==> src/rtl/flit_queue_checked.sv <==
// First-word-fall-through flit FIFO with per-flit checksum validation,
// drop-or-tag handling of corrupt flits and saturating error statistics.

package types;
  typedef enum logic [1:0] {NOPE = 2'd0, HEAD = 2'd1, BODY = 2'd2, TAIL = 2'd3} flit_kind_t;

  typedef struct packed {
    flit_kind_t  kind;
    logic [5:0]  packet_id;
    logic [15:0] payload;
    logic [7:0]  checksum;
  } flit_t;
endpackage

// Checksum covers the flit kind and payload; the routing id is protected elsewhere.
module calculate_checksum_comb (
  input  types::flit_t flit,
  output logic         is_valid
);
  logic [7:0] expected_sum;

  always_comb begin
    expected_sum = flit.payload[15:8] ^ flit.payload[7:0] ^ {6'd0, flit.kind};
    is_valid     = (expected_sum == flit.checksum);
  end
endmodule

module flit_queue_checked #(
  parameter int DEPTH       = 8,
  parameter int CHECK_MODE  = 1,
  parameter int AFULL_LEVEL = DEPTH - 2,
  parameter int ERRCNT_W    = 8
) (
  input  logic                       clk,
  input  logic                       rst_n,
  input  logic                       flush,
  input  logic                       in_valid,
  output logic                       in_ready,
  input  types::flit_t               flit_in,
  output logic                       out_valid,
  input  logic                       out_ready,
  output types::flit_t               flit_out,
  output logic                       out_err,
  output logic [$clog2(DEPTH+1)-1:0] count,
  output logic                       almost_full,
  output logic                       err_pulse,
  output logic [ERRCNT_W-1:0]        err_count
);
  localparam int PTR_W = $clog2(DEPTH);
  localparam int CNT_W = $clog2(DEPTH + 1);

  types::flit_t     mem     [DEPTH];
  logic             tag_mem [DEPTH];
  logic [PTR_W-1:0] wr_ptr;
  logic [PTR_W-1:0] rd_ptr;
  logic             chk_valid;
  logic             push;
  logic             pop;
  logic             bad;
  logic             write_en;
  logic             err_event;

  calculate_checksum_comb u_chk (
    .flit     (flit_in),
    .is_valid (chk_valid)
  );

  // Handshake flags depend only on registered occupancy, never on the opposite side.
  always_comb begin
    in_ready    = (count != CNT_W'(DEPTH));
    out_valid   = (count != '0);
    almost_full = (count >= CNT_W'(AFULL_LEVEL));
    push        = in_valid && in_ready;
    pop         = out_valid && out_ready;
    bad         = (CHECK_MODE != 0) && !chk_valid;
    write_en    = push && !flush && !((CHECK_MODE == 1) && bad);
    err_event   = push && !flush && bad;
    flit_out    = mem[rd_ptr];
    out_err     = (CHECK_MODE == 2) && out_valid && tag_mem[rd_ptr];
  end

  always_ff @(posedge clk) begin
    if (write_en) begin
      mem[wr_ptr]     <= flit_in;
      tag_mem[wr_ptr] <= bad;
    end
  end

  always_ff @(posedge clk or negedge rst_n) begin
    if (!rst_n) begin
      wr_ptr <= '0;
      rd_ptr <= '0;
      count  <= '0;
    end else if (flush) begin
      wr_ptr <= '0;
      rd_ptr <= '0;
      count  <= '0;
    end else begin
      if (write_en) wr_ptr <= wr_ptr + PTR_W'(1);
      if (pop)      rd_ptr <= rd_ptr + PTR_W'(1);
      case ({write_en, pop})
        2'b10:   count <= count + CNT_W'(1);
        2'b01:   count <= count - CNT_W'(1);
        default: count <= count;
      endcase
    end
  end

  // The counter follows the registered strobe, so it is untouched by flush.
  always_ff @(posedge clk or negedge rst_n) begin
    if (!rst_n) begin
      err_pulse <= 1'b0;
      err_count <= '0;
    end else begin
      err_pulse <= err_event;
      if (err_pulse && (err_count != '1)) err_count <= err_count + ERRCNT_W'(1);
    end
  end
endmodule

==> config.mk <==
export PLATFORM = sky130hd
export DESIGN_NAME = flit_queue_checked
export DESIGN_NICKNAME = d
export VERILOG_FILES = /design/src/rtl/flit_queue_checked.sv
export SDC_FILE = /design/constraint.sdc
export NUM_CORES = 1
export LEC_CHECK = 0
export ABC_AREA = 1
export CAP_MARGIN = 15
export CORE_UTILIZATION = 37
export DETAILED_ROUTE_END_ITERATION = 8
export PLACE_DENSITY = 0.59
export SYNTH_ARGS = -nofsm -noshare
export SYNTH_HDL_FRONTEND = slang
export SYNTH_SLANG_ARGS = --single-unit
==> constraint.sdc <==
create_clock -name clk -period 10.5 [get_ports clk]
set_input_delay 1.05 -clock clk [delete_from_list [all_inputs] [get_ports clk]]
set_output_delay 1.05 -clock clk [all_outputs]
set_load 0.03 [all_outputs]
==> results of run 1 <==
layout make-up:
class                   count  area [sq um]  share of cell area (%)
flip-flops and latches    275          8168                   60.95
clock inverters            20         175.2                   1.307
clock buffers              34         744.5                   5.556
multi-input cells         563          2738                   20.43
well taps                 390         488.0                   3.641
inverters                  39         148.9                   1.111
repair buffers             97         938.4                   7.003
worst register-to-register path: cells and delay by family, from the launching register on:
| kind | cells | cell delay (ps) |
|---|---|---|
| buffers and inverters | 3 | 740 |
| AND/OR/NAND/NOR | 6 | 720 |
| flip-flops | 1 | 430 |
logic make-up (layout without fill, tap and decap cells):
logic type	Yosys count	in the layout	synth area share, %
and+or+nand+nor	338	338	12.47
buffers and inverters	89	190	3.093
AOI/OAI and AO/OA	206	206	9.992
adders and majority gates	5	5	0.5582
other	1	1	0.03346
xor gates and xnor gates	13	13	1.016
DFF	275	275	72.84
flip-flops by register name, summed over array words and instances, names as in the netlist:
signal     flops
mem          256
wr_ptr         3
count          4
err_pulse      1
err_count      8
rd_ptr         3
metrics by stage:
stage                     hold slack, ps  setup WS (ps)  instances  utilization (%)  cell area, sq um
final                              497.7           5445       1418            45.09             13400
after global routing               528.4           5139       1418            45.09             13400
after CTS                          503.5           5400       1418            45.09             13400
after detailed placement           495.7           5984       1364            42.00             12480
after global placement             514.2           6019       1364            42.00             12480
after floorplan                    528.0           5938        927                -             11210
power by group through the flow:
stage / clock network, W / registers (W) / logic, W
4_1_cts: 0.00101 / 0.00126 / 0.000782
5_1_grt: 0.00105 / 0.00126 / 0.000846
6_report: 0.000988 / 0.00125 / 0.000773
3_5_place_dp: 0 / 0.00128 / 0.000779
2_1_floorplan: 0 / 0.00129 / 0.000483
3_3_place_gp: 0 / 0.00128 / 0.000773
cells in the mapped netlist (5+ instances only):
cell type | number | area [sq um]
inv_1 | 35 | 131.4
o22ai_1 | 33 | 206.5
nand3_1 | 13 | 65.06
xor2_1 | 6 | 52.55
edfxtp_1 | 256 | 7687
nor2_1 | 231 | 867.1
ha_1 | 5 | 62.56
clkbuf_1 | 39 | 146.4
buf_2 | 6 | 30.03
nand3b_1 | 6 | 45.04
nand2_1 | 66 | 247.7
nor3_1 | 8 | 40.04
a31oi_1 | 32 | 200.2
dfrtp_1 | 19 | 475.5
o21ai_0 | 132 | 660.6
xnor2_1 | 7 | 61.31
routing by layer:
metal  global-route usage (%)  vias up  wire, um
met1                    21.47     3467     11210
met3                    2.347       37      1174
li1                         -     3455         -
met5                        0        -        13
met2                    27.72      161     12110
met4                    4.601        2       507
final timing paths:
kind,to,slack [ps],depth (start not counted)
setup / recovery,flit_out[2],5450,7
hold / removal,err_count[7],500,1
setup reg to reg,mem[3][19],8210,9
hold reg to reg,err_count[7],500,1
max in group asynchronous,rd_ptr[0],8820,1
min in group asynchronous,err_count[0],1020,1
==> PnR_summary.wiki, run 1 <==
{| class="wikitable"
! Metric !! Value
|-
| Net count after synthesis || 969
|-
| Worst slew pin tran || 910.4 ps
|-
| Via count || 7,122
|-
| Overall power consumption || 0.003016 W
|-
| Number of distinct library cell variants in the gate-level netlist after synthesis || 33
|-
| Logic gate share of total power || 25.6%
|-
| Syn Area/Cell || 12.09 sq um
|-
| Sum of net half-perimeters after detailed placement || 13,480 um
|-
| CTS sink count || 275
|-
| Sequential fraction of the synthesis area || 72.84%
|-
| Clock latency at the later pin of the worst-skew pair || 550 ps
|-
| Overall die height || 176.0 um
|-
| Syn. warnings || 0
|-
| IO buf count || 84
|-
| Max-cap check violation count || 0
|-
| CP top delay family || buffers and inverters
|-
| Most frequent standard cell in the layout excluding fill and tap cells || edfxtp_1
|-
| Category of the worst setup path capture point || output port
|-
| Max IR drop VDD || 0.1447 mV
|-
| Final Hold Vio Count || 0
|-
| Number of antenna cells inserted || 0
|-
| Number of post-CTS setup repair buffers || 0
|-
| Crit start category || flop
|-
| Post-cts sizing count || 0
|-
| Number of cells produced by synthesis || approximately 930
|-
| Bufs on Longest Clock Path || 3
|-
| Number of antenna violations at the first check in global routing || 1
|-
| Count of hold-fix buffers inserted at cts || 0
|-
| Weighted congestion at the end of routability-driven global placement || about 0.74
|-
| Final setup violation count || 0
|-
| Largest net degree at the start of global routing || 77
|-
| Post-route antenna net violation count || 0
|-
| Die width || 176.0 um
|-
| R2R Path Start || count[1]
|-
| Area of the core || roughly 30,000 sq um
|-
| Type of the most critical hold path || reg -> reg
|-
| Gr usage total || between 15 and 20%
|-
| Sequential cell fraction of total power || 41.6%
|-
| Power Density || 225.1 nW/um^2
|-
| Setup repair after global routing missed its margin || no
|-
| Count of flip-flops with a built-in enable after synthesis || approximately 260
|-
| Worst path max stage delay || around 730 ps
|-
| Total overflow reported by the global router || 0
|-
| Start point of the critical path || rd_ptr[0]
|-
| Total CTS buffers || 29
|-
| Total buffers and inverters traversed by the critical path || 3
|-
| Netlist area before placement || about 11,000 sq um
|-
| Clock network fraction of design power || 32.8%
|-
| Remaining max-slew budget at the tightest pin || 39.11%
|-
| Dominant synthesized flop cell || edfxtp_1
|-
| Launch point of the worst hold path || err_count[7]
|-
| Wire per inst || between 15 and 20 um
|-
| Clock-pin slew reported for the worst setup and hold paths after clock tree synthesis || 60 ps
|-
| Final number of max-transition violations || 0
|-
| Crit-path slowest cell || clkdlybuf4s50_1
|-
| Sum of negative setup slack || 0 ps
|-
| Routed vias/inst || ~5.0
|-
| Largest driver fanout on the critical path || 72
|-
| Count of standard-cell rows || 63
|-
| Via count of the first global-routing pass || 6,925
|-
| Layout cell share with drive strength beyond 1 || 7.782%
|-
| Number of levels in the clock H-tree || 1
|-
| Share of flip-flops with an asynchronous set or reset after synthesis || 6.909%
|-
| Maximum clock skew at final layout || 9.797 ps
|-
| Number of remaining DRC errors || 0
|-
| Pre-Repair DR Iteration Count || 4
|-
| Final worst path period share || 48.14%
|-
| Layout Area Growth over Synthesis || 19.57%
|-
| WP data required || 9450 ps
|-
| Commonest non-fill, non-tap cells in the layout || edfxtp_1, nor2_1, o21ai_0
|-
| Series of cell instances along the critical path || clkinv_2 -> buf_4 -> o21ai_0 -> o22ai_1 -> nor2_1 -> a31oi_1 -> clkdlybuf4s50_1
|-
| Int Pwr || 0.002074 W
|-
| Switching share of power || 31.24%
|-
| Reported net switching power || between 0.0009 and 0.001 W
|-
| Min Clock Period, post-route || 5055 ps
|-
| First DRT Iteration DRCs || 377
|-
| Count of nets after finishing || 1,047
|-
| Highest clock frequency the design can meet || ~200 MHz
|-
| Flip-flop and latch count after synthesis || 275
|-
| Wirelength, routed || 25,020 um
|-
| Clock tree from TritonCTS || yes
|-
| Result of the run || completed
|-
| Setup CP Type || reg -> out
|-
| Count of pins on the block boundary || 86
|-
| Buffer type at the clock tree root || clkbuf_16
|-
| Filler cell count || 2,643
|-
| Worst path arrival time || 4000 ps
|-
| Full die area || between 30,000 and 40,000 sq um
|-
| Leakage power total || 4.626 nW
|-
| First-pass GRT wire length || between 30,000 and 40,000 um
|-
| Effective utilization at floorplan || ~38%
|}
(Power assumes the default switching activity.)
==> run 2, diff against run 1 <==
==> constraint.sdc (replaced) <==
create_clock -name clk -period 4.95 [get_ports clk]
set_input_delay 0.495 -clock clk [delete_from_list [all_inputs] [get_ports clk]]
set_output_delay 0.495 -clock clk [all_outputs]
set_load 0.03 [all_outputs]
==> run 2 against run 1 <==
Combinational power up 120%. Flip-flop and latch count unchanged. Clock skew rose by 3.7 ps. Wire length is 3.1% higher. Largest cell class unchanged. Critical endpoint is now flit_out[23]. Critical path type unchanged. Cell area increased by 0.35%. Register-to-register slack worse by 5600 ps.
==> PnR_summary.wiki, run 2 (synthesized netlist as in run 1, its figures left out) <==
{| class="wikitable"
! Metric !! Value
|-
| Count of hold-fix buffers inserted at cts || 0 (unchanged)
|-
| Weighted congestion at the end of routability-driven global placement || 0.7385 (about the same)
|-
| Final worst path period share || 76.64%
|-
| Number of post-CTS setup repair buffers || 0 (unchanged)
|-
| Worst path arrival time || 3300 ps (-700 ps)
|-
| Area of the core || 29,720 sq um (unchanged)
|-
| Biggest registers after layout || mem x256, err_count x8, count x4
|-
| Number of antenna cells inserted || 0 (unchanged)
|-
| Final Hold Vio Count || 0 (unchanged)
|-
| Clock-pin slew reported for the worst setup and hold paths after clock tree synthesis || 60 ps (about the same)
|-
| Total CTS buffers || 29 (unchanged)
|-
| Final setup violation count || 0 (unchanged)
|-
| Setup repair after global routing missed its margin || no
|-
| Count of pins on the block boundary || 86 (unchanged)
|-
| Leakage power total || 4.656 nW (+0.65%)
|-
| Worst slew pin tran || 1031 ps (+120.7 ps)
|-
| Min Clock Period, post-route || 3794 ps
|-
| Setup CP Type || reg -> out
|-
| Number of antenna violations at the first check in global routing || 0 (-1)
|-
| Total overflow reported by the global router || 0 (unchanged)
|-
| Via count of the first global-routing pass || 6,975 (+0.72%)
|-
| Sum of net half-perimeters after detailed placement || 14,530 um (+7.8%)
|-
| First DRT Iteration DRCs || 496 (+32%)
|-
| Clock latency at the later pin of the worst-skew pair || 540 ps (about the same)
|-
| Count of nets after finishing || 1,053 (+0.57%)
|-
| Highest clock frequency the design can meet || between 200 and 300 MHz
|-
| CTS sink count || 275 (unchanged)
|-
| Effective utilization at floorplan || 37.71% (unchanged)
|-
| IO buf count || 84 (unchanged)
|-
| Post-cts sizing count || 0 (unchanged)
|-
| Global-route layer with the greatest usage || met2
|-
| Global Route met3 Usage || 2.347% (unchanged)
|-
| Full die area || 30,990 sq um (unchanged)
|-
| Result of the run || completed
|-
| Largest driver fanout on the critical path || 89 (+24%)
|-
| Gr usage total || 16.71% (+0.48 points)
|-
| Routed vias/inst || 5.025 (about the same)
|-
| Max-cap check violation count || 0 (unchanged)
|-
| Category of the worst setup path capture point || output port
|-
| Largest net degree at the start of global routing || 90 (+17%)
|-
| Register with the most flip-flops || mem
|-
| Number of remaining DRC errors || 0 (unchanged)
|-
| Via count || 7,151 (+0.41%)
|-
| Worst hold slack after final layout || 455.7 ps (-41.97 ps)
|-
| Die width || 176.0 um (unchanged)
|-
| Layout cell share with drive strength beyond 1 || 8.422% (+0.64 points)
|-
| Number of flip-flops in the largest register || 256 (unchanged)
|-
| Commonest non-fill, non-tap cells in the layout || edfxtp_1, nor2_1, o21ai_0
|-
| Bufs on Longest Clock Path || 3 (unchanged)
|-
| Clock tree from TritonCTS || yes
|-
| Buffer type at the clock tree root || clkbuf_16
|-
| Grt met1 use || 22.31% (+0.84 points)
|-
| Max IR drop VDD || 0.2808 mV (+94%)
|-
| Overall power consumption || 0.006397 W (+110%)
|-
| Power Density || 475.7 nW/um^2 (+110%)
|-
| Maximum clock skew at final layout || 13.52 ps (+3.719 ps)
|-
| Filler cell count || 2,648 (+0.19%)
|-
| Wire per inst || 18.12 um (+2.7%)
|-
| WP data required || 4450 ps (-5000 ps)
|-
| Pre-Repair DR Iteration Count || 4 (unchanged)
|-
| Crit start category || flop
|-
| Overall die height || 176.0 um (unchanged)
|-
| First-pass GRT wire length || 40,100 um (+2.9%)
|-
| Sum of negative setup slack || 0 ps (unchanged)
|-
| Layout Area Growth over Synthesis || 20.00%
|-
| Type of the most critical hold path || in -> async
|-
| Remaining max-slew budget at the tightest pin || 31.15% (-8.0 points)
|-
| Most frequent standard cell in the layout excluding fill and tap cells || edfxtp_1
|-
| Number of levels in the clock H-tree || 1 (unchanged)
|-
| Post-route antenna net violation count || 0 (unchanged)
|-
| Final number of max-transition violations || 0 (unchanged)
|-
| Routing usage on met2 || 28.81% (+1.1 points)
|-
| Count of standard-cell rows || 63 (unchanged)
|-
| Wirelength, routed || 25,790 um (+3.1%)
|}
[run 2: critical path, stage by stage, from the launching register on]
cell and delay, ps:
dfrtp_4 420, buf_4 770, o21ai_0 210, o22ai_1 220
nor2_1 60, a31oi_1 290, clkdlybuf4s50_1 740
[run 2: area by class of cell]
class	instances	area [sq um]	area share [%]
Timing Repair Buffer	103	1008	7.499
Tap cell	390	488.0	3.629
Clock inverter	16	141.4	1.051
Clock buffer	37	755.7	5.620
Sequential cell	275	8168	60.74
Inverter	39	148.9	1.107
Multi-Input combinational cell	563	2738	20.36
[run 2: report_power, final]
group          total [W]  internal, W  switching [W]
Clock            0.00205      0.00118       0.000868
Combinational    0.00169     0.000612        0.00108
Sequential       0.00265      0.00258      0.0000718
[run 2: final timing paths]
check / from / end / slack (ps) / cells after the start
min in group clk: err_count[7] / err_count[7] / 500 / 1
worst min-delay path: rst_n / count[3] / 460 / 1
worst max register to register: count[0] / mem[7][24] / 2580 / 9
max in group asynchronous: rst_n / rd_ptr[0] / 3860 / 1
worst max-delay path: rd_ptr[0] / flit_out[23] / 1160 / 6
worst min register to register: err_count[7] / err_count[7] / 500 / 1
[run 2: metrics by stage]
stage | util, % | worst slack [ps] | cells | cell area (sq um)
finish | 45.25 | 1156 | 1423 | 13450
global route | 45.25 | 923.2 | 1423 | 13450
CTS | 45.25 | 1092 | 1423 | 13450
detailed placement | 42.23 | 1665 | 1370 | 12550
global placement | 42.23 | 1680 | 1370 | 12550
floorplan | - | 737.0 | 927 | 11210
[run 2: metal layers]
metal  wire length (um)  vias up
met5                  0        -
met3               1189       33
met4                398        0
li1                   -     3470
met1              11610     3498
met2              12600      150
